===== config.mk =====
export PLATFORM = sky130hd
export DESIGN_NAME = spy_path_sequencer
export DESIGN_NICKNAME = d
export VERILOG_FILES = /design/src/rtl/spy_path_sequencer.sv
export SDC_FILE = /design/constraint.sdc
export NUM_CORES = 1
export LEC_CHECK = 0
export BUFFER_PORTS_ARGS = -buffer_cell sky130_fd_sc_hd__buf_2
export CAP_MARGIN = 20
export CORE_MARGIN = 2
export CORE_UTILIZATION = 30
export CTS_CLUSTER_SIZE = 16
export DETAILED_ROUTE_END_ITERATION = 8
export PLACE_DENSITY = 0.55
export SYNTH_ARGS = -nofsm -noshare
export SYNTH_HDL_FRONTEND = slang
export SYNTH_SLANG_ARGS = --single-unit
export TNS_END_PERCENT = 30

===== constraint.sdc =====
create_clock -name i_clk -period 2.85 [get_ports i_clk]
set_input_delay 0 -clock i_clk [delete_from_list [all_inputs] [get_ports i_clk]]
set_output_delay 0 -clock i_clk [all_outputs]
set_load 0.005 [all_outputs]

===== src/rtl/spy_path_sequencer.sv =====
// spy_path_sequencer: launches, captures and scores timing trials on an external inverting spy delay chain.
// Build option: define SPY_SETTLE_CHECK_EN to add the settled-value fault counter on o_fault_count.
//
// state   | meaning
// IDLE    | waiting for an accepted start
// LAUNCH  | toggle chain drive, record expected level
// CAPTURE | one-period timing capture of chain output
// SETTLE  | score the trial, wait settle_cycles, advance trial
// DONE    | result held until consumer accepts
module spy_path_sequencer #(
    parameter int TRIALS_W      = 16,
    parameter int CNT_W         = 16,
    parameter int SETTLE_W      = 8,
    parameter bit EXPECT_INVERT = 1'b0
) (
    input  logic                i_clk,
    input  logic                i_rst,
    input  logic                i_start,
    input  logic [TRIALS_W-1:0] i_trials,
    input  logic [SETTLE_W-1:0] i_settle_cycles,
    output logic                o_path_drive,
    input  logic                i_path_sample,
    output logic                o_busy,
    output logic                o_result_valid,
    input  logic                i_result_ready,
    output logic [CNT_W-1:0]    o_late_count,
    output logic [CNT_W-1:0]    o_fault_count
);

    typedef enum logic [2:0] {
        S_IDLE,
        S_LAUNCH,
        S_CAPTURE,
        S_SETTLE,
        S_DONE
    } state_t;

    localparam logic [CNT_W-1:0] CNT_MAX = '1;

    state_t              r_state;
    state_t              w_state_nxt;
    logic [TRIALS_W-1:0] r_trials_lat;
    logic [TRIALS_W-1:0] r_trial_cnt;
    logic [TRIALS_W-1:0] w_trial_inc;
    logic [SETTLE_W-1:0] r_settle_lat;
    logic [SETTLE_W-1:0] r_settle_cnt;
    logic                r_drive;
    logic                r_exp;
    logic                r_cap;
    logic [CNT_W-1:0]    r_late_cnt;
    logic                w_accept;
    logic                w_first_settle;
    logic                w_last_settle;
    logic                w_late_miss;

    assign w_accept       = (r_state == S_IDLE) && i_start;
    assign w_first_settle = (r_state == S_SETTLE) && (r_settle_cnt == r_settle_lat);
    assign w_last_settle  = (r_state == S_SETTLE) && (r_settle_cnt == '0);
    // r_cap has a full clock period to resolve before it is scored here
    assign w_late_miss    = r_cap ^ r_exp;

    always_comb begin
        w_state_nxt = r_state;
        w_trial_inc = r_trial_cnt + TRIALS_W'(1);
        case (r_state)
            S_IDLE: begin
                if (i_start) begin
                    w_state_nxt = (i_trials != '0) ? S_LAUNCH : S_DONE;
                end
            end
            S_LAUNCH:  w_state_nxt = S_CAPTURE;
            S_CAPTURE: w_state_nxt = S_SETTLE;
            S_SETTLE: begin
                if (r_settle_cnt == '0) begin
                    w_state_nxt = (w_trial_inc == r_trials_lat) ? S_DONE : S_LAUNCH;
                end
            end
            S_DONE: begin
                if (i_result_ready) begin
                    w_state_nxt = S_IDLE;
                end
            end
            default: w_state_nxt = S_IDLE;
        endcase
    end

    always_ff @(posedge i_clk) begin
        if (i_rst) begin
            r_state      <= S_IDLE;
            r_trials_lat <= '0;
            r_trial_cnt  <= '0;
            r_settle_lat <= '0;
            r_settle_cnt <= '0;
            r_drive      <= 1'b0;
            r_exp        <= 1'b0;
            r_cap        <= 1'b0;
            r_late_cnt   <= '0;
        end else begin
            r_state <= w_state_nxt;
            case (r_state)
                S_IDLE: begin
                    if (i_start) begin
                        r_trials_lat <= i_trials;
                        r_settle_lat <= i_settle_cycles;
                        r_trial_cnt  <= '0;
                        r_late_cnt   <= '0;
                    end
                end
                S_LAUNCH: begin
                    r_drive <= ~r_drive;
                    r_exp   <= ~r_drive ^ EXPECT_INVERT;
                end
                S_CAPTURE: begin
                    r_cap        <= i_path_sample;
                    r_settle_cnt <= r_settle_lat;
                end
                S_SETTLE: begin
`ifdef SPY_SETTLE_CHECK_EN
                    r_cap <= i_path_sample;
`endif
                    if (w_first_settle && w_late_miss && (r_late_cnt != CNT_MAX)) begin
                        r_late_cnt <= r_late_cnt + CNT_W'(1);
                    end
                    if (r_settle_cnt == '0) begin
                        r_trial_cnt <= w_trial_inc;
                    end else begin
                        r_settle_cnt <= r_settle_cnt - SETTLE_W'(1);
                    end
                end
                default: ;
            endcase
        end
    end

`ifdef SPY_SETTLE_CHECK_EN
    logic             r_res;
    logic [CNT_W-1:0] r_fault_cnt;

    // r_cap keeps re-sampling through SETTLE, so r_res on the last cycle is a settled chain level
    always_ff @(posedge i_clk) begin
        if (i_rst) begin
            r_res       <= 1'b0;
            r_fault_cnt <= '0;
        end else begin
            r_res <= r_cap;
            if (w_accept) begin
                r_fault_cnt <= '0;
            end else if (w_last_settle && (r_res != r_exp) && (r_fault_cnt != CNT_MAX)) begin
                r_fault_cnt <= r_fault_cnt + CNT_W'(1);
            end
        end
    end

    assign o_fault_count = r_fault_cnt;
`else
    assign o_fault_count = '0;
`endif

    assign o_path_drive   = r_drive;
    assign o_busy         = (r_state != S_IDLE);
    assign o_result_valid = (r_state == S_DONE);
    assign o_late_count   = r_late_cnt;

endmodule


After elaboration in Yosys (flattened, before gate mapping)
Index checks and enable logic that the tools add are counted.

$add $sub $neg: 3. Reductions and logical operators: 14. Mux-type cells: 13. Equal/unequal tests: 12. Bitwise logic cells: 2.

Operator list (number): case mux 16 bit (2 select lines) (2); two-way mux 16 bit (3); adder 16 x 1 -> 16 bit (second input constant) (2); equality test 16 bit (1); inequality test 16 bit (second input constant) (1); case mux 8 bit (2 select lines) (1); nonzero test 16 bit (1); two-way mux 3 bit (5); case mux 3 bit (5 select lines) (1); AND reduction 3 bit (3); equality test 8 bit (1); zero test 8 bit (1); two-way mux 8 bit (1); subtractor 8 x 1 -> 8 bit (second input constant) (1); equality test 3 x 2 -> 1 bit (second input constant) (2); inequality test 2 x 1 -> 1 bit (second input constant) (3); inequality test 2 bit (second input constant) (2); AND reduction 2 bit (2); nonzero test 2 bit (2); equality test 3 x 1 -> 1 bit (second input constant) (1); equality test 3 bit (second input constant) (1); logical AND 1 bit (3); zero test 3 bit (1); nonzero test 3 bit (1); 2 further kinds (2).

Output and inout port bits: 35. Bits in registers: 69. Logic and storage cells: 52. Input bits: 29.

Longest topological paths before layout
Gate-level depths: netlist (run 1).

Depth after elaboration: 6. Gate-level depth with buffers: 8. Gate-level depth less buffers: 8.

Worst setup path after synthesis (run 1)
Ideal clock, no wire load.

Path kind: register -> register. From: reg r_trial_cnt[0]. To: reg r_state[2]. Period minus slack after synthesis: 2.107 ns. Library setup time: 0.114 ns. Buffers on the path: 1. Setup slack: 0.743 ns. Cell stages (with the launch flop): 9. Data required time: 2.736 ns. Arrival: 1.992 ns. Path through: dfxtp_1 -> ha_1 -> clkbuf_2 -> nand3_1 -> or4_1 -> xnor2_1 -> nor2_1 -> and4_1 -> a21bo_1.

Longest elaborated chain between the ends: 5.

Ends and longest elaborated chain: start: declaration (line 43) `logic [TRIALS_W-1:0] r_trial_cnt;`; start signal: assignment (line 125) `r_trial_cnt <= w_trial_inc;`; adder 16 x 1 -> 16 bit (line 64) `w_trial_inc = r_trial_cnt + TRIALS_W'(1);`; equality test 16 bit (line 75) `w_state_nxt = (w_trial_inc == r_trials_lat) ? S_DONE : S_LAUNCH;`; two-way mux 3 bit (line 75); two-way mux 3 bit (line 74) `if (r_settle_cnt == '0) begin`; case mux 3 bit (5 select lines) (line 65) `case (r_state)`; end signal: assignment (line 99) `r_state <= w_state_nxt;`; end: declaration (line 40) `state_t r_state;`.

No other way between the ends. The select of a mux whose other input is x is not followed. A chain may end at the register's enable or synchronous reset.

Worst setup path after layout (run 1)
Ends and elaborated chain as after synthesis.

==> metrics, run 1 <==
status=completed; Seq/Total Area, Yosys=34.6%; WL final=between 10000 and 15000 um; area share of the largest cell type after synthesis=approximately 35%; row cnt=42; vias in the first global route=approximately 3600; dominant synthesized flop cell=dfxtp_1; Netlist cell types=57; vias per inst=5.02; worst-path fanout max=8; IO Port Bufs=47; vias=3812; largest net degree at the start of global routing=45; worst slew pin tran=about 0.65 ns; Final #Nets=611; CTS clock-pin slew for the worst setup and hold paths=0.05 ns; grt total ovfl=0; combinational cell fraction of total power=15.2%; synth top area cells=dfxtp_1 (35%), nand2_1 (8.5%), a21oi_1 (7.1%); post-route setup TNS=0 ns; critical path class=reg -> reg; ANT nets after route=0; most common cell in the netlist=nand2_1; Setup Viol. Count Final=0; worst hold slack=between 0.05 and 0.06 ns; cts bufs inserted=9; Ys Warns=0; Mapped Area=3990 um^2; post-synth top area cell=dfxtp_1; clock sink count=69; Post-Syn Instances=520; R2R Path Start=r_trial_cnt[0]$_SDFFE_PP0P_; leak pwr=0.00183 uW; RSZ-0062 raised after global routing=false; worst reg2reg endpoint=r_state[2]$_SDFFE_PP0P_; Root Driver=clkbuf_16; Core Footprint=13100 um^2; Hold Path Depth=2; maximum clock frequency=a little over 0.4 GHz; Max-Cap Viols=0; Hold Crit Class=in -> reg; Post-synth EDFFs=0; average wire per standard cell=14.1 um; layout cells sized above 1=13.4%; CP top delay family=simple AND/OR/NAND/NOR gates; final hold vios=0; Hold Path Sink=r_exp$_SDFFE_PP0P_; highest-delay cell along the critical path=or4_1; Worst setup SP type=register; top cells by count, synth=nand2_1 (90), dfxtp_1 (69), a21oi_1 (57); DRT iter0 DRCs=207; # DRC=0; Arrival @ worst endpoint=2.63 ns; die height=119 um; fillers=1383; clock power share=40.8%; sequential power share=44.0%; clk_lat worst skew=between 0.3 and 0.4 ns; # IOs=64; power density over the cells=499 nW/um^2; asr flop ratio synth=0%; minimum clock period=2.41 ns; dpl hpwl=7420 um; antenna cell count=0; Max Root-Sink Buffers=2; GRT Overall Usage=between 10% and 20%; total die area=between 10000 and 15000 um^2; Layout area overhead=20.9%; R2R Setup Slk=0.44 ns; Setup crit end kind=register; Crit path buffers/inverters=0; slew margin rel.=a little under three fifths; max incr delay on CP=0.64 ns; post-CTS setup buffer count=0; first-pass GRT wire length=17700 um; Die X=119 um; H-tree depth=3; Final Slew Violations=0; Required @ worst endpoint=3.07 ns; initial core utilization=30.4%; Sw Ratio=27.6%; TritonCTS clock tree=built; internal power=1740 uW; GP Congestion=roughly 0.83; post-synthesis register bit count=69; min-delay src=i_rst; Worst Skew=0.00616 ns; maximum vdd ir drop=0.299 mV; first-pass iteration count of the detailed router=4; syn avg cell area=about 7.7 um^2; R2R cell count=7; CP cell instances=ha_1, nand3_1, or4_1, xnor2_1, nor2_1, and4_1, a21bo_1; antenna violations before repair=0; switching power total=between 600 and 700 uW; Period Utilization, post-route=84.5%
metal layers:
metal  track usage, %  wire length (um)  vias to the layer above
li1                 -                 -                     1945
met4             6.18               180                        0
met2             25.8              5160                       77
met5                0                 0                        -
met3             2.25               370                       14
met1             19.8              4980                     1776
what timing repair did:
action                                  in CTS  in global routing
hold buffers                                25                  0
endpoints found under the setup margin       0                  0
gates resized for setup                      0                  0
endpoints found under the hold margin       25                  0
worst reg2reg max path, stage by stage, from the launching register on:
cell	delay [ns]
dfxtp_1	0.44
ha_1	0.35
nand3_1	0.25
or4_1	0.64
xnor2_1	0.20
nor2_1	0.05
and4_1	0.20
a21bo_1	0.17
area by class of cell:
class,instances,area [um^2],share of cell area (%)
multi-input combinational,406,2360,48.8
sequential,69,1380,28.6
timing repair buffer,82,573,11.9
clock buffer,14,244,5.05
tap,176,220,4.56
inverter,11,41.3,0.855
clock inverter,2,10.0,0.207
registers in the layout, summed over array words and instances, names as in the netlist:
register and cells:
r_exp 1, r_settle_lat 8, r_trials_lat 16, r_state 3, o_late_count 16, r_trial_cnt 16
r_settle_cnt 8, r_cap 1
metrics by stage:
step	area (um^2)	total power (uW)	util, %	std cells	setup WS [ns]
finish	4830	2410	36.7	760	0.441
global placement	4320	1410	32.9	719	0.586
floorplan	4050	1320	-	535	0.743
detailed placement	4320	1420	32.9	719	0.503
global route	4830	2520	36.7	760	0.200
CTS	4830	2430	36.7	760	0.467
power groups by stage:
stage	clock, uW	combinational, uW	sequential [uW]
finish	983	366	1060
global route	1040	411	1060
CTS	1010	367	1060
detailed placement	0	339	1080
global placement	0	335	1080
floorplan	0	261	1060
logic make-up after synthesis:
family                   synth area share [%]
multiplexers                            0.533
flip-flops                               34.6
XOR/XNOR                                 7.68
buffers and inverters                    7.93
adder cells (fa/ha/maj)                 0.940
other                                  0.0939
AND/OR/NAND/NOR                          26.7
AO/OA/AOI/OAI                            21.5
how the worst max path moves through the flow:
stage                                     start                      end  slack, ns  cells past startpoint
floorplan           r_trial_cnt[0]$_SDFFE_PP0P_  r_state[2]$_SDFFE_PP0P_       0.74                      8
global placement    r_trial_cnt[0]$_SDFFE_PP0P_  r_state[2]$_SDFFE_PP0P_       0.59                      7
detailed placement  r_trial_cnt[0]$_SDFFE_PP0P_  r_state[2]$_SDFFE_PP0P_       0.50                      7
CTS                 r_trial_cnt[0]$_SDFFE_PP0P_  r_state[2]$_SDFFE_PP0P_       0.47                      7
global route        r_trial_cnt[0]$_SDFFE_PP0P_  r_state[0]$_SDFFE_PP0P_       0.20                      7
finish              r_trial_cnt[0]$_SDFFE_PP0P_  r_state[2]$_SDFFE_PP0P_       0.44                      7
cell usage in the layout, fill, tap and decap left out, types with 3 or more instances in the layout:
| master | n |
|---|---|
| ha_1 | 3 |
| a21oi_1 | 57 |
| buf_2 | 47 |
| a211oi_1 | 3 |
| dfxtp_1 | 69 |
| nor2_1 | 31 |
| nand3_1 | 21 |
| dlygate4sd3_1 | 25 |
| conb_1 | 16 |
| o21ai_1 | 3 |
| and2_1 | 3 |
| nand3b_1 | 7 |
| and4_1 | 3 |
| o21ai_0 | 25 |
| a2111o_1 | 13 |
| buf_4 | 9 |
| nand2b_1 | 3 |
| nor4_1 | 10 |
| xor2_1 | 16 |
| nand2_1 | 90 |
| clkbuf_16 | 9 |
| or3_1 | 9 |
| clkbuf_1 | 5 |
| nand4_1 | 8 |
| inv_1 | 10 |
| xnor2_1 | 19 |
| and3_1 | 6 |
| nor3_1 | 13 |
| o2111ai_1 | 9 |
| a21o_1 | 4 |
No activity file was read; power rests on OpenSTA's default activity.
==> inputs of run 2 (changes only) <==
--- a/config.mk
+++ b/config.mk
@@ -11,7 +11,7 @@
 export CORE_UTILIZATION = 30
 export CTS_CLUSTER_SIZE = 16
 export DETAILED_ROUTE_END_ITERATION = 8
-export PLACE_DENSITY = 0.55
+export PLACE_DENSITY = 0.56
 export SYNTH_ARGS = -nofsm -noshare
 export SYNTH_HDL_FRONTEND = slang
 export SYNTH_SLANG_ARGS = --single-unit
==> constraint.sdc (replaced) <==
create_clock -name i_clk -period 2.08 [get_ports i_clk]
set_input_delay 0 -clock i_clk [delete_from_list [all_inputs] [get_ports i_clk]]
set_output_delay 0 -clock i_clk [all_outputs]
set_load 0.005 [all_outputs]
==> metrics, run 2 (synthesis results as in run 1) <==
dpl hpwl=7970 um (was 7420 um); initial core utilization=30.4% (unchanged); total die area=14200 um^2 (unchanged); Required @ worst endpoint=2.30 ns (was 3.07 ns); maximum clock frequency=0.498 GHz (was 0.415 GHz); fillers=1370 (was 1383); post-route setup TNS=0 ns (unchanged); power density over the cells=656 nW/um^2 (was 499 nW/um^2); Root Driver=clkbuf_16 (unchanged); grt total ovfl=0 (unchanged); total power=3390 uW (was 2410 uW); TritonCTS clock tree=built (unchanged); vias in the first global route=3763 (was 3579); Hold Path Depth=3 (was 2); CP top delay family=simple AND/OR/NAND/NOR gates (unchanged); Finished Core Util=39.3% (was 36.7%); Max Root-Sink Buffers=2 (unchanged); vias per inst=5.08 (was 5.02); Hold Crit Class=in -> reg (unchanged); Period Utilization, post-route=96.5% (was 84.5%); antenna violations before repair=0 (unchanged); worst-path fanout max=6 (was 8); CP cell instances=ha_2, nand3_4, or4_4, xnor2_1, nor2_1, and4_1, a21bo_1 (was ha_1, nand3_1, or4_1, xnor2_1, nor2_1, and4_1, a21bo_1); maximum vdd ir drop=0.325 mV (was 0.299 mV); Setup crit end kind=register (unchanged); Final Slew Violations=0 (unchanged); clock sink count=69 (unchanged); Worst Skew=0.00454 ns (was 0.00616 ns); GP Congestion=0.924 (was 0.826); row cnt=42 (unchanged); antenna cell count=0 (unchanged); Layout area overhead=29.4% (was 20.9%); DRT iter0 DRCs=269 (was 207); Crit. path cell count=7 (unchanged); H-tree depth=3 (unchanged); cts bufs inserted=9 (unchanged); Setup Viol. Count Final=0 (unchanged); die height=119 um (unchanged); setup ws final=0.0731 ns (was 0.441 ns); IO Port Bufs=47 (unchanged); average wire per standard cell=14.2 um (was 14.1 um); Crit path buffers/inverters=0 (unchanged); Arrival @ worst endpoint=2.23 ns (was 2.63 ns); vias=4026 (was 3812); GRT Overall Usage=16.2% (was 15.4%); largest net degree at the start of global routing=34 (was 45); # DRC=0 (unchanged); Final #Nets=646 (was 611); R2R Path Start=r_trial_cnt[1]$_SDFFE_PP0P_ (was r_trial_cnt[0]$_SDFFE_PP0P_); worst hold slack=0.0454 ns (was 0.0539 ns); Worst setup SP type=register (unchanged); CTS clock-pin slew for the worst setup and hold paths=0.05 ns (about the same); highest-delay cell along the critical path=or4_4 (was or4_1); Die X=119 um (unchanged); Max-Cap Viols=0 (unchanged); final hold vios=0 (unchanged); commonest non-fill, non-tap cell in the layout=nand2_1 (unchanged); Setup crit start=r_trial_cnt[1]$_SDFFE_PP0P_ (was r_trial_cnt[0]$_SDFFE_PP0P_); Core Footprint=13100 um^2 (unchanged); layout cells sized above 1=21.1% (was 13.4%); critical path class=reg -> reg (unchanged); # IOs=64 (unchanged); RSZ-0062 raised after global routing=false (unchanged); clk_lat worst skew=0.34 ns (was 0.33 ns); R2R cell count=7 (unchanged); minimum clock period=2.01 ns (was 2.41 ns); max incr delay on CP=0.56 ns (was 0.64 ns); dpl ws=0.0183 ns (was 0.503 ns); leak pwr=0.00202 uW (was 0.00183 uW); min-delay src=i_start (was i_rst); most frequent cells in the layout=nand2_1 (89), dfxtp_1 (67), a21oi_1 (56), buf_2 (47), buf_4 (43) (was nand2_1 (90), dfxtp_1 (69), a21oi_1 (57), buf_2 (47), nor2_1 (31)); first-pass GRT wire length=18300 um (was 17700 um); ANT nets after route=0 (unchanged); status=completed (unchanged); first-pass iteration count of the detailed router=5 (was 4); WL final=11200 um (was 10700 um)
[run 2: worst register-to-register path, cell delays in order (launching register included)]
cell and delay, ns:
dfxtp_1 0.33, ha_2 0.23, nand3_4 0.12, or4_4 0.56, xnor2_1 0.18, nor2_1 0.06
and4_1 0.20, a21bo_1 0.22
[run 2: routing by layer]
metal  vias up  part of all wire, %  routed length [um]  GRT usage, %
met5         -                    0                   0             0
met4         0                  1.8                 199          5.74
met3        16                  3.8                 428          3.83
met2        89                   49                5470          26.9
met1      1903                   46                5140          20.4
li1       2018                    -                   -             -
[run 2: worst paths after layout]
check                                      end  slack, ns
setup / recovery       r_state[2]$_SDFFE_PP0P_       0.07
hold reg to reg   r_trials_lat[6]$_SDFFE_PP0P_       0.47
hold / removal         r_state[1]$_SDFFE_PP0P_       0.05
setup reg to reg       r_state[2]$_SDFFE_PP0P_       0.07
[run 2: repair_timing]
action / CTS / global route
setup endpoints to repair: 0 / 35
buffers inserted: 0 / 1
gates resized for setup: 0 / 17
hold buffers: 25 / 0
endpoints found under the hold margin: 25 / 0
[run 2: area by class of cell]
cell class | count | area (um^2) | area share (%)
Sequential cell | 69 | 1380 | 26.8
Clock buffer | 12 | 256 | 4.96
Inverter | 11 | 41.3 | 0.799
Tap cell | 176 | 220 | 4.26
Multi-Input combinational cell | 406 | 2420 | 46.8
Timing Repair Buffer | 117 | 840 | 16.2
Clock inverter | 2 | 10.0 | 0.194
[run 2: metrics by stage]
stage                     area [um^2]  cells
after floorplan                  4050    535
after global placement           4580    753
after detailed placement         4580    753
after CTS                        5100    792
after global routing             5170    793
final                            5170    793
[run 2: power breakdown]
part / internal (uW) / switching [uW] / total, uW
clock: 854 / 539 / 1390
sequential: 1380 / 59.2 / 1440
combinational: 243 / 318 / 561
total: 2470 / 916 / 3390
